===== config.mk =====
export PLATFORM = sky130hd
export DESIGN_NAME = mem_access_ctrl
export DESIGN_NICKNAME = d
export VERILOG_FILES = /design/src/rtl/core_pkg.sv /design/src/rtl/mem_lane_align.sv /design/src/rtl/mem_access_ctrl.sv
export SDC_FILE = /design/constraint.sdc
export NUM_CORES = 1
export LEC_CHECK = 0
export ABC_AREA = 0
export ABC_CLOCK_PERIOD_IN_PS = 3300
export CAP_MARGIN = 20
export CORE_ASPECT_RATIO = 0.7
export CORE_MARGIN = 2
export CORE_UTILIZATION = 43
export DETAILED_ROUTE_END_ITERATION = 12
export PLACE_DENSITY = 0.89
export SYNTH_ARGS = -nofsm -noshare
export SYNTH_HDL_FRONTEND = slang
export SYNTH_SLANG_ARGS = --single-unit

===== constraint.sdc =====
create_clock -name clk -period 3.3 [get_ports clk]
set_input_delay 0.825 -clock clk [delete_from_list [all_inputs] [get_ports clk]]
set_output_delay 0.825 -clock clk [all_outputs]
set_load 0.005 [all_outputs]

===== src/rtl/core_pkg.sv =====
// Shared types and constants for the core's load/store path.
package core_pkg;

  localparam int unsigned XLEN = 32;

  // RV32I load/store width and sign encodings carried in funct3.
  localparam logic [2:0] LS_B  = 3'd0;
  localparam logic [2:0] LS_H  = 3'd1;
  localparam logic [2:0] LS_W  = 3'd2;
  localparam logic [2:0] LS_BU = 3'd4;
  localparam logic [2:0] LS_HU = 3'd5;

  typedef enum logic [1:0] {
    StIdle,
    StReq,
    StWaitRsp,
    StDone
  } mem_state_e;

endpackage


===== src/rtl/mem_lane_align.sv =====
// Byte-lane steering for data-memory accesses: forms byte enables and
// replicated store data, and selects and extends the load lane.
module mem_lane_align
  import core_pkg::*;
(
  input  logic [2:0]      funct3,
  input  logic [1:0]      addr_lo,
  input  logic [XLEN-1:0] wdata,
  input  logic [XLEN-1:0] rdata_raw,
  output logic [3:0]      be,
  output logic [XLEN-1:0] wdata_sh,
  output logic [XLEN-1:0] rdata_ext,
  output logic            misaligned,
  output logic            illegal
);

  logic [XLEN-1:0] byte_shift;
  logic [XLEN-1:0] half_shift;
  logic [7:0]      byte_lane;
  logic [15:0]     half_lane;

  // Move the addressed byte/half down to bit 0 of the word.
  always_comb begin
    byte_shift = rdata_raw >> {addr_lo, 3'b000};
    half_shift = rdata_raw >> {addr_lo[1], 4'b0000};
    byte_lane  = byte_shift[7:0];
    half_lane  = half_shift[15:0];
  end

  // Store side: enables, replicated data, and legality of the width/offset pair.
  always_comb begin
    be         = 4'b0000;
    wdata_sh   = wdata;
    misaligned = 1'b0;
    illegal    = 1'b0;
    case (funct3)
      LS_B, LS_BU: begin
        be       = 4'b0001 << addr_lo;
        wdata_sh = {4{wdata[7:0]}};
      end
      LS_H, LS_HU: begin
        be         = 4'b0011 << {addr_lo[1], 1'b0};
        wdata_sh   = {2{wdata[15:0]}};
        misaligned = addr_lo[0];
      end
      LS_W: begin
        be         = 4'b1111;
        misaligned = (addr_lo != 2'b00);
      end
      default: illegal = 1'b1;
    endcase
  end

  // Load side: sign- or zero-extend the selected lane.
  always_comb begin
    rdata_ext = '0;
    case (funct3)
      LS_B:    rdata_ext = {{(XLEN-8){byte_lane[7]}}, byte_lane};
      LS_BU:   rdata_ext = {{(XLEN-8){1'b0}}, byte_lane};
      LS_H:    rdata_ext = {{(XLEN-16){half_lane[15]}}, half_lane};
      LS_HU:   rdata_ext = {{(XLEN-16){1'b0}}, half_lane};
      LS_W:    rdata_ext = rdata_raw;
      default: rdata_ext = '0;
    endcase
  end

endmodule


===== src/rtl/mem_access_ctrl.sv =====
// Memory-stage load/store sequencer: single outstanding access on the data bus,
// holds the pipeline while the access is in flight.
module mem_access_ctrl #(
  parameter int unsigned XLEN   = 32,  // only 32 is supported
  parameter int unsigned ADDR_W = 32
) (
  input  logic              clk,
  input  logic              rst,
  input  logic              req_valid,
  input  logic              req_read,
  input  logic              req_write,
  input  logic [2:0]        req_funct3,
  input  logic [ADDR_W-1:0] req_addr,
  input  logic [XLEN-1:0]   req_wdata,
  output logic              stall,
  output logic [XLEN-1:0]   rdata,
  output logic              rdata_valid,
  output logic              fault,
  output logic              bus_req,
  output logic              bus_we,
  output logic [ADDR_W-1:0] bus_addr,
  output logic [XLEN-1:0]   bus_wdata,
  output logic [3:0]        bus_be,
  input  logic              bus_gnt,
  input  logic              bus_rvalid,
  input  logic [XLEN-1:0]   bus_rdata
);

  core_pkg::mem_state_e state_q;

  logic [2:0]      funct3_q;
  logic [1:0]      addr_lo_q;
  logic            new_acc;
  logic            acc_bad;
  logic [2:0]      al_funct3;
  logic [1:0]      al_addr_lo;
  logic [3:0]      al_be;
  logic [XLEN-1:0] al_wdata;
  logic [XLEN-1:0] al_rdata;
  logic            al_misaligned;
  logic            al_illegal;

  // One aligner serves both directions: it decodes the incoming request while idle
  // and extends the returned word using the latched width/offset otherwise.
  always_comb begin
    if (state_q == core_pkg::StIdle) begin
      al_funct3  = req_funct3;
      al_addr_lo = req_addr[1:0];
    end else begin
      al_funct3  = funct3_q;
      al_addr_lo = addr_lo_q;
    end
  end

  mem_lane_align u_align (
    .funct3     (al_funct3),
    .addr_lo    (al_addr_lo),
    .wdata      (req_wdata),
    .rdata_raw  (bus_rdata),
    .be         (al_be),
    .wdata_sh   (al_wdata),
    .rdata_ext  (al_rdata),
    .misaligned (al_misaligned),
    .illegal    (al_illegal)
  );

  // Request decode and the combinational pipeline hold.
  always_comb begin
    new_acc = req_valid & (req_read | req_write);
    acc_bad = al_misaligned | al_illegal;
    stall   = ((state_q == core_pkg::StIdle) & new_acc & ~acc_bad) |
              (state_q == core_pkg::StReq) | (state_q == core_pkg::StWaitRsp);
  end

  // Access sequencer with registered bus fields and result pulses.
  always_ff @(posedge clk) begin
    if (rst) begin
      state_q     <= core_pkg::StIdle;
      funct3_q    <= 3'd0;
      addr_lo_q   <= 2'b00;
      bus_req     <= 1'b0;
      bus_we      <= 1'b0;
      bus_addr    <= '0;
      bus_wdata   <= '0;
      bus_be      <= 4'b0000;
      rdata       <= '0;
      rdata_valid <= 1'b0;
      fault       <= 1'b0;
    end else begin
      rdata_valid <= 1'b0;
      fault       <= 1'b0;
      unique case (state_q)
        core_pkg::StIdle: begin
          if (new_acc) begin
            if (acc_bad) begin
              fault <= 1'b1;
            end else begin
              funct3_q  <= req_funct3;
              addr_lo_q <= req_addr[1:0];
              bus_req   <= 1'b1;
              bus_we    <= req_write;
              bus_addr  <= {req_addr[ADDR_W-1:2], 2'b00};
              bus_wdata <= req_write ? al_wdata : '0;
              bus_be    <= req_write ? al_be : 4'b0000;
              state_q   <= core_pkg::StReq;
            end
          end
        end
        core_pkg::StReq: begin
          // A same-cycle rvalid here is not a response to this access.
          if (bus_gnt) begin
            bus_req <= 1'b0;
            state_q <= bus_we ? core_pkg::StDone : core_pkg::StWaitRsp;
          end
        end
        core_pkg::StWaitRsp: begin
          if (bus_rvalid) begin
            rdata       <= al_rdata;
            rdata_valid <= 1'b1;
            state_q     <= core_pkg::StDone;
          end
        end
        core_pkg::StDone: begin
          state_q <= core_pkg::StIdle;
        end
      endcase
    end
  end

endmodule


# ---- Yosys cells after proc, flatten, opt, wreduce, memory -nomap -nowiden
# Index checks and enable logic that the tools add are counted.
dict set report word_totals {
  ff_bits 109
  latchBits 0
  ram_bits 0
  rom_bits 0
  inputBits 106
  output_inout_bits 105
  wordCells 71
  memories 0
}
dict set report op_classes {
  n_addsub 0
  multipliers 0
  div_mod_pow 0
  magnitude_cmp 0
  n_eq_ne 11
  shift 4
  n_mux 21
  n_bitwise 11
  n_reduce_logical 13
}
# op count
set ops {}
lappend ops {{case mux 32 bit (5 select lines)} 1}
lappend ops {{case mux 32 bit (2 select lines)} 1}
lappend ops {{two-way mux 32 bit} 1}
lappend ops {{right shift 32 x 5 -> 16 bit} 1}
lappend ops {{right shift 32 x 5 -> 8 bit} 1}
lappend ops {{case mux 4 bit (3 select lines)} 1}
lappend ops {{two-way mux 2 bit} 5}
lappend ops {{inequality test 2 bit (second input constant)} 4}
lappend ops {{case mux 2 bit (4 select lines)} 1}
lappend ops {{AND reduction 4 bit} 2}
lappend ops {{two-way mux 1 bit} 7}
lappend ops {{== test 3 bit (second input constant)} 2}
lappend ops {{OR reduction 2 bit} 3}
lappend ops {{OR reduction 5 bit} 1}
lappend ops {{== test 2 bit (second input constant)} 2}
lappend ops {{two-way mux 4 bit} 1}
lappend ops {{inverter 1 bit} 4}
lappend ops {{OR 1 bit} 4}
lappend ops {{case mux 1 bit (2 select lines)} 2}
lappend ops {{nonzero test 2 bit} 2}
lappend ops {{<< shifter 1 x 2 -> 4 bit (first input constant)} 1}
lappend ops {{<< shifter 2 x 2 -> 4 bit (first input constant)} 1}
lappend ops {{AND 1 bit} 3}
lappend ops {{== test 3 x 1 -> 1 bit (second input constant)} 1}
lappend ops {{other kinds (8)} 8}

# ---- Logic depth before layout (Yosys ltp)
# Gate-level depths: netlist (run 1).
dict set report depth {
  word_depth 10
  depth_mapped 10
  ltp_nobuf 7
}

# ---- By module
# From an unflattened synthesis (run 1), not the netlist that was laid out.
dict set report hier_totals {
  hier_cells 709
  hier_area_um2 5627.9
}
# mod instances cells_each area_per_inst_um2
set by_module_without_submodules {}
lappend by_module_without_submodules {mem_access_ctrl 1 519 4354.2}
lappend by_module_without_submodules {mem_lane_align 1 190 1273.7}

# ---- Worst setup path before layout (run 1)
# OpenSTA, ideal clock, no wires.
dict set report synth_timing {
  path_type {input to output}
  from {input port req_write}
  to {output port stall}
  arrival_ns 2.061
  required_ns 2.475
  setup_slack_ns 0.414
  cell_stages 5
  cell_sequence {clkbuf_1 o21ai_0 a211oi_4 buf_4 or3_1}
}
dict set report synth_between {
  elab_chain_len 6
}
# item line
set synth_lines {}
lappend synth_lines {{from (decl)} mem_access_ctrl.sv:11} ;# input logic req_write,
lappend synth_lines {{OR 1 bit} mem_access_ctrl.sv:69} ;# new_acc = req_valid & (req_read | req_write);
lappend synth_lines {{AND 1 bit} mem_access_ctrl.sv:69}
lappend synth_lines {{AND 1 bit (2 in a row)} mem_access_ctrl.sv:71} ;# stall = ((state_q == core_pkg::StIdle) & new_acc & ~acc_bad) |
lappend synth_lines {{OR 1 bit} mem_access_ctrl.sv:71}
lappend synth_lines {{OR 1 bit} mem_access_ctrl.sv:72} ;# (state_q == core_pkg::StReq) | (state_q == core_pkg::StWaitRsp);
lappend synth_lines {{to (decl)} mem_access_ctrl.sv:15} ;# output logic stall,
# No other way between the ends.

# ---- Worst setup path after layout (run 1)
dict set report layout_timing {
  from {register state_q[1]}
  to {output port stall}
}
dict set report layout_between {
  elab_chain_len 10
  elab_cells_between_ends 21
}
# item line
set layout_lines {}
lappend layout_lines {{from (decl)} mem_access_ctrl.sv:29} ;# core_pkg::mem_state_e state_q;
lappend layout_lines {{from (signal assigned)} mem_access_ctrl.sv:78} ;# state_q <= core_pkg::StIdle;
lappend layout_lines {{from (signal assigned)} mem_access_ctrl.sv:105} ;# state_q <= core_pkg::StReq;
lappend layout_lines {{from (signal assigned)} mem_access_ctrl.sv:113} ;# state_q <= bus_we ? core_pkg::StDone : core_pkg::StWaitRsp;
lappend layout_lines {{zero test 2 bit} {mem_access_ctrl.sv:46, mem_access_ctrl.sv:71}}
lappend layout_lines {{two-way mux 3 bit} mem_access_ctrl.sv:46} ;# if (state_q == core_pkg::StIdle) begin
lappend layout_lines {{== test 3 x 1 -> 1 bit (tied with other cells)} mem_lane_align.sv:36} ;# case (funct3)
lappend layout_lines {{OR reduction 2 bit / OR reduction 5 bit (equally long branches)} n/a}
lappend layout_lines {{case mux 1 bit (2 select lines) / two-way mux 1 bit (equally long branches)} mem_lane_align.sv:36}
lappend layout_lines {{OR 1 bit} mem_access_ctrl.sv:70} ;# acc_bad = al_misaligned | al_illegal;
lappend layout_lines {{inverter 1 bit (no source line)} n/a}
lappend layout_lines {{AND 1 bit} mem_access_ctrl.sv:71}
lappend layout_lines {{OR 1 bit} mem_access_ctrl.sv:71}
lappend layout_lines {{OR 1 bit *} mem_access_ctrl.sv:72}
# Mark *: on every way between the ends. The rest lies on a longest branch, timed or not.

==> results of run 1 <==
==> power by group <==
part | switching, mW | leakage, nW | internal, mW | total, mW
clock | 0.488 | 0.135 | 0.557 | 1.05
combinational | 1.51 | 1.80 | 1.35 | 2.86
sequential | 0.150 | 0.884 | 1.55 | 1.70
total | 2.14 | 2.82 | 3.45 | 5.60
==> cells in the final DEF, fill, tap and decap left out, types with 10 or more instances in the layout <==
master,Yosys,final
o21ai_0,12,12
buf_4,7,25
a21oi_1,94,94
a22oi_1,24,24
inv_1,15,15
a211oi_1,17,17
nand3_1,17,17
clkdlybuf4s50_1,0,203
mux2i_1,14,13
nor2_1,10,10
dfxtp_1,109,108
nand2_1,134,134
==> worst min-delay path: cells and delay by family, from the launching register on <==
family,cells,cell delay (ns)
flip-flops,1,0.31
AND/OR/NAND/NOR,1,0.05
AO/OA/AOI/OAI,1,0.05
==> path summary, 6_finish.rpt <==
check	from	endpoint	slack, ns	depth (start not counted)
setup reg to reg	state_q[1]$_SDFFE_PP0P_	bus_wdata[2]$_SDFFE_PP0P_	0.47	9
setup / recovery	state_q[1]$_SDFFE_PP0P_	stall	0.12	8
hold / removal	bus_addr[5]$_SDFFE_PP0P_	bus_addr[5]$_SDFFE_PP0P_	0.46	2
hold reg to reg	bus_addr[5]$_SDFFE_PP0P_	bus_addr[5]$_SDFFE_PP0P_	0.46	2
==> metal layers <==
layer / global-route usage / vias up / wire, um
met5: 0 / - / 0
met4: 0.0807 / 0 / 324
met3: 0.0848 / 33 / 1830
met2: 0.434 / 315 / 7790
met1: 0.347 / 2628 / 7370
li1: - / 2525 / -
==> synth_stat cells (5+ instances only) <==
cell type / n / area (um^2)
nand2_1: 134 / 503
a222oi_1: 7 / 70.1
mux2i_1: 14 / 140
buf_4: 7 / 52.6
nand3b_1: 6 / 45.0
a22oi_1: 24 / 180
a21oi_1: 94 / 470
a211oi_1: 17 / 128
o2111ai_1: 8 / 70.1
nor3_1: 5 / 25.0
inv_1: 15 / 56.3
o21ai_0: 12 / 60.1
mux2_2: 9 / 101
nor2_1: 10 / 37.5
mux4_2: 8 / 180
dfxtp_1: 109 / 2180
buf_2: 12 / 60.1
clkbuf_1: 24 / 90.1
a22o_1: 8 / 70.1
nand3_1: 17 / 85.1
==> layout make-up <==
cell class / count / area [um^2] / share of cell area
multi-input combinational: 419 / 2620 / 0.341
tap: 153 / 191 / 0.0250
timing repair buffer: 236 / 2330 / 0.304
inverter: 15 / 56.3 / 0.00734
clock buffer: 12 / 256 / 0.0334
sequential: 109 / 2180 / 0.285
clock inverter: 4 / 32.5 / 0.00424
==> metrics by stage <==
stage / total power, mW / cell area, um^2
6_report: 5.60 / 7670
3_5_place_dp: 4.39 / 7320
3_3_place_gp: 4.31 / 7320
2_1_floorplan: 3.29 / 5030
4_1_cts: 5.57 / 7670
5_1_grt: 5.88 / 7670
==> flip-flops by register name, summed over array words and instances, names as in the netlist, 2 cells and up <==
register	cells
bus_wdata	32
bus_addr	30
addr_lo_q	2
bus_be	4
rdata	32
funct3_q	3
state_q	2
==> cells by family after synthesis <==
| kind of cell | synth area share |
|---|---|
| other | 0.000746 |
| buffers and inverters | 0.0530 |
| flip-flops | 0.434 |
| AND/OR/NAND/NOR | 0.154 |
| AO/OA/AOI/OAI | 0.259 |
| multiplexers | 0.0911 |
| adder cells (fa/ha/maj) | 0.00747 |
==> metrics.yaml, run 1 <==
min_path:
  hp-class: "flop to flop"
detailed_routing:
  drt_wl_total_mm: 17.3
  vias: 5501
  first_iter_violations: 494
  wire_per_inst_um: 18.3
  routed_via_density: 5.80
  antenna_left: 0
  drc: 0
  first_pass_iters: 6
yosys:
  synth_edf_count: 0
  ys_seq_elements: 109
  synth.distinct_cells: 50
  synth_warnings: 0
  syn_inst: 587
  synthArstFlopShare: 0
  synth_top_flop_cell: "dfxtp_1"
  ys_seq_area_frac: 0.434
  netlist_area_mm2: 0.00502
  postSynthAreaPerCell_um2: 8.56
floorplanning:
  start_util: 0.448
  core_area_mm2: 0.0112
  die_h_um: 94.4
  rows: 32
  ios: 211
  die-area_mm2: 0.0126
  die_w_um: 133
global_route:
  grt_util_all_layers: 0.268
  grt_pass1_vias: 5311
  grt_pass1_wl_mm: 27.1
  grt_overflow: 0
  grt_max_degree: 62
  antenna_found_initial: 0
sta:
  fin_crit_sh: 0.965
  whs_ns: 0.456
  tns_ns: 0
  slew_headroom: 0.310
  fin_ws_ns: 0.117
  rsz0062_at_grt: "false"
  finalMaxSlewViolations: 0
  worst_pin_slew_ns: 1.03
  hold_violations: 0
  finalCriticalPeriod_ns: 3.18
  fin_worst_skew_ns: 0.00711
  setup-violations-final: 0
  timing.fmax_mhz: 314
power_and_ir_drop:
  power_density_mw_per_mm2: 729
  power.leakage_nw: 2.82
  ir_worst_vdd_uv: 501
cts:
  cts-resized-gates: 10
  cts_tree: "built"
  cts-htree-levels: 3
  postCtsHoldBufs: 0
  clkLatencyLatePin_ns: 0.34
  clk_path_buf_depth: 2
  cts_buffers: 9
  cts.sinks: 109
  cts_setup_buffers: 0
  path_clk_slew_ns: 0.07
  clock-root-buffer: "clkbuf_16"
cells_and_area:
  final_cells: 948
  drive_above_1_share: 0.0956
  area.growth.synth_to_final_pct: 52.7
  n_fill_cell: 847
  final_util: 0.684
  antenna_cells: 0
  nets: 899
critical_path:
  critPathArrivalTime_ns: 2.36
  path_class: "flop to output pin"
  critPathCaptureType: "output pin"
  cp_top_family: "buffers and inverters"
  cpPeakStageDelay_ns: 0.35
  cp.buffers_inverters: 3
  cp-start-kind: "flop"
  crit_chain: "inv_1 -> ha_2 -> buf_12 -> mux2i_4 -> a221oi_4 -> a211oi_4 -> or3_1 -> dlygate4sd2_1"
  crit_required_ns: 2.47
  cp_slowest_cell: "dfxtp_2"
  crit_fanout: 14
place:
  dp_cells: 931
  routabilityCongestion: 0.911
  port_buffers: 208
  place_ws_ns: -0.221
  dpl.hpwl_mm: 12.4
job:
  drv_cap: 0
run_status:
  status: "finished clean"
Power figures use the tool's default switching activity.
==> inputs of run 2 (changes only) <==
==> constraint.sdc (replaced) <==
create_clock -name clk -period 3.3 [get_ports clk]
set_input_delay 0.825 -clock clk [delete_from_list [all_inputs] [get_ports clk]]
set_output_delay 0.825 -clock clk [all_outputs]
set_load 0.01 [all_outputs]
==> metrics.yaml, run 2 (synthesis gave the netlist of run 1 again) <==
critical_path:
  crit_path_end: "stall"
  r2r_start: "state_q[1]$_SDFFE_PP0P_"
  r2r-end: "bus_wdata[5]$_SDFFE_PP0P_"
  critPathCaptureType: "output pin"
  critPathArrivalTime_ns: 2.33  # -0.03 ns
  startpoint: "state_q[1]$_SDFFE_PP0P_"
  crit_required_ns: 2.47  # about the same
  r2r_cells: 9  # unchanged
  cp-start-kind: "flop"
  path_class: "flop to output pin"
  crit_fanout: 12  # -2
  rrSetupSlack_ns: 0.49  # +0.02 ns
detailed_routing:
  first_pass_iters: 6  # unchanged
  dr_wl_met2_mm: 7.71  # -1.1%
  routed_via_density: 5.72  # -1.5%
  m1WireLength_mm: 7.39  # +0.33%
  top_layer: "met4"
  drt_wl_total_mm: 17.3  # -0.33%
  first_iter_violations: 531  # +7.5%
  route.met3.wl_mm: 1.84  # +0.27%
  drc: 0  # unchanged
  antenna_left: 0  # unchanged
  vias: 5444  # -1.0%
  wire_per_inst_um: 18.1  # -0.75%
cts:
  postCtsHoldBufs: 0  # unchanged
  cts_tree: "built"
  path_clk_slew_ns: 0.07  # about the same
  cts.sinks: 109  # unchanged
  cts-htree-levels: 3  # unchanged
  clock-root-buffer: "clkbuf_16"
  clkLatencyLatePin_ns: 0.34  # about the same
  clk_path_buf_depth: 2  # unchanged
  cts_buffers: 9  # unchanged
min_path:
  hp-class: "flop to flop"
cells_and_area:
  area.growth.synth_to_final_pct: 52.0
  drive_above_1_share: 0.0989  # +0.00328
  final_cell_mix: "clkdlybuf4s50_1, nand2_1, dfxtp_1"
  antenna_cells: 0  # unchanged
  layout_commonest_cell: "clkdlybuf4s50_1"
  nets: 904  # +0.56%
  reg_top3: "bus_wdata (32), rdata (32), bus_addr (30)"
floorplanning:
  rows: 32  # unchanged
  core_area_mm2: 0.0112  # unchanged
  die-area_mm2: 0.0126  # unchanged
  die_h_um: 94.4  # unchanged
  ios: 211  # unchanged
  start_util: 0.448  # unchanged
  die_w_um: 133  # unchanged
power_and_ir_drop:
  p_clk_frac: 0.179  # -0.008
  power_frac_seq: 0.303  # about the same
  ir_worst_vdd_uv: 519  # +3.7%
  p_int_mw: 3.38  # -2.0%
  p_comb_frac: 0.517  # +0.007
  switchingPower_mw: 2.19  # +2.1%
  power_mw: 5.57  # -0.42%
  switching_share: 0.393  # +0.00981
  power.leakage_nw: 2.81  # -0.45%
  power_density_mw_per_mm2: 729  # about the same
place:
  dpl.hpwl_mm: 12.6  # +1.5%
  port_buffers: 208  # unchanged
  routabilityCongestion: 0.927  # +1.7%
sta:
  finalCriticalPeriod_ns: 3.16  # -0.0248 ns
  finalMaxSlewViolations: 0  # unchanged
  slew_headroom: 0.300  # -0.0101
  whs_ns: 0.459  # +0.00285 ns
  worst_pin_slew_ns: 1.04  # +0.0150 ns
  setup-violations-final: 0  # unchanged
  fin_crit_sh: 0.957  # -0.00752
  rsz0062_at_grt: "false"
  timing.fmax_mhz: 317  # +0.79%
  fin_worst_skew_ns: 0.0103  # +0.00321 ns
  tns_ns: 0  # unchanged
  hold_violations: 0  # unchanged
global_route:
  antenna_found_initial: 0  # unchanged
  grt_pass1_wl_mm: 27.3  # +0.51%
  grt_pass1_vias: 5304  # -0.13%
  grt_util_all_layers: 0.271  # +0.00280
  grt_max_degree: 62  # unchanged
  grt_overflow: 0  # unchanged
job:
  drv_cap: 0  # unchanged
run_status:
  status: "finished clean"
-- run 2: stage by stage --
stage | setup WS [ns] | instance area, um^2 | utilization | std cells
2_1_floorplan | 0.378 | 5030 | - | 588
3_3_place_gp | -0.229 | 7340 | 0.655 | 935
3_5_place_dp | -0.285 | 7340 | 0.655 | 935
4_1_cts | 0.0630 | 7620 | 0.680 | 952
5_1_grt | 0.0360 | 7640 | 0.681 | 952
6_report | 0.142 | 7640 | 0.681 | 952
-- run 2: power groups by stage --
stage	clock, mW	combinational [mW]	sequential [mW]
finish	1.00	2.88	1.69
global route	1.07	3.10	1.71
CTS	1.02	2.81	1.69
detailed placement	0	2.78	1.71
global placement	0	2.71	1.70
floorplan	0	1.58	1.78
-- run 2: layer usage --
layer / vias up / GRT usage
met3: 36 / 0.0811
met5: - / 0
li1: 2531 / -
met4: 0 / 0.0771
met1: 2551 / 0.357
met2: 326 / 0.436
-- run 2: worst max-delay path, stage by stage (launching register included) --
cell and delay [ns]:
dfxtp_1 0.38, inv_1 0.12, ha_4 0.23, mux2i_2 0.19, a221oi_2 0.37, a211oi_4 0.11
or3_1 0.31, dlygate4sd2_1 0.29
-- run 2: what timing repair did --
item,4_1_cts,5_1_grt
buffers inserted,2,0
endpoints found under the setup margin,1,1
gates resized for setup,6,2
pin swaps,1,0
-- run 2: final cells by class --
class	count	area (um^2)
Clock buffer	11	243
Multi-Input combinational cell	419	2610
Clock inverter	4	25.0
Timing Repair Buffer	241	2330
Inverter	15	56.3
Fill cell	850	3570
Tap cell	153	191
Sequential cell	109	2180
-- run 2: worst min path at each step --
stage	from	end	slack, ns	cells past startpoint
after global placement	bus_wdata[11]$_SDFFE_PP0P_	bus_wdata[11]$_SDFFE_PP0P_	0.44	2
final	bus_wdata[8]$_SDFFE_PP0P_	bus_wdata[8]$_SDFFE_PP0P_	0.46	2
after floorplan	addr_lo_q[0]$_SDFFE_PP0P_	addr_lo_q[0]$_SDFFE_PP0P_	0.46	2
after detailed placement	bus_wdata[22]$_SDFFE_PP0P_	bus_wdata[22]$_SDFFE_PP0P_	0.44	2
after CTS	bus_wdata[8]$_SDFFE_PP0P_	bus_wdata[8]$_SDFFE_PP0P_	0.46	2
after global routing	bus_wdata[8]$_SDFFE_PP0P_	bus_wdata[8]$_SDFFE_PP0P_	0.47	2
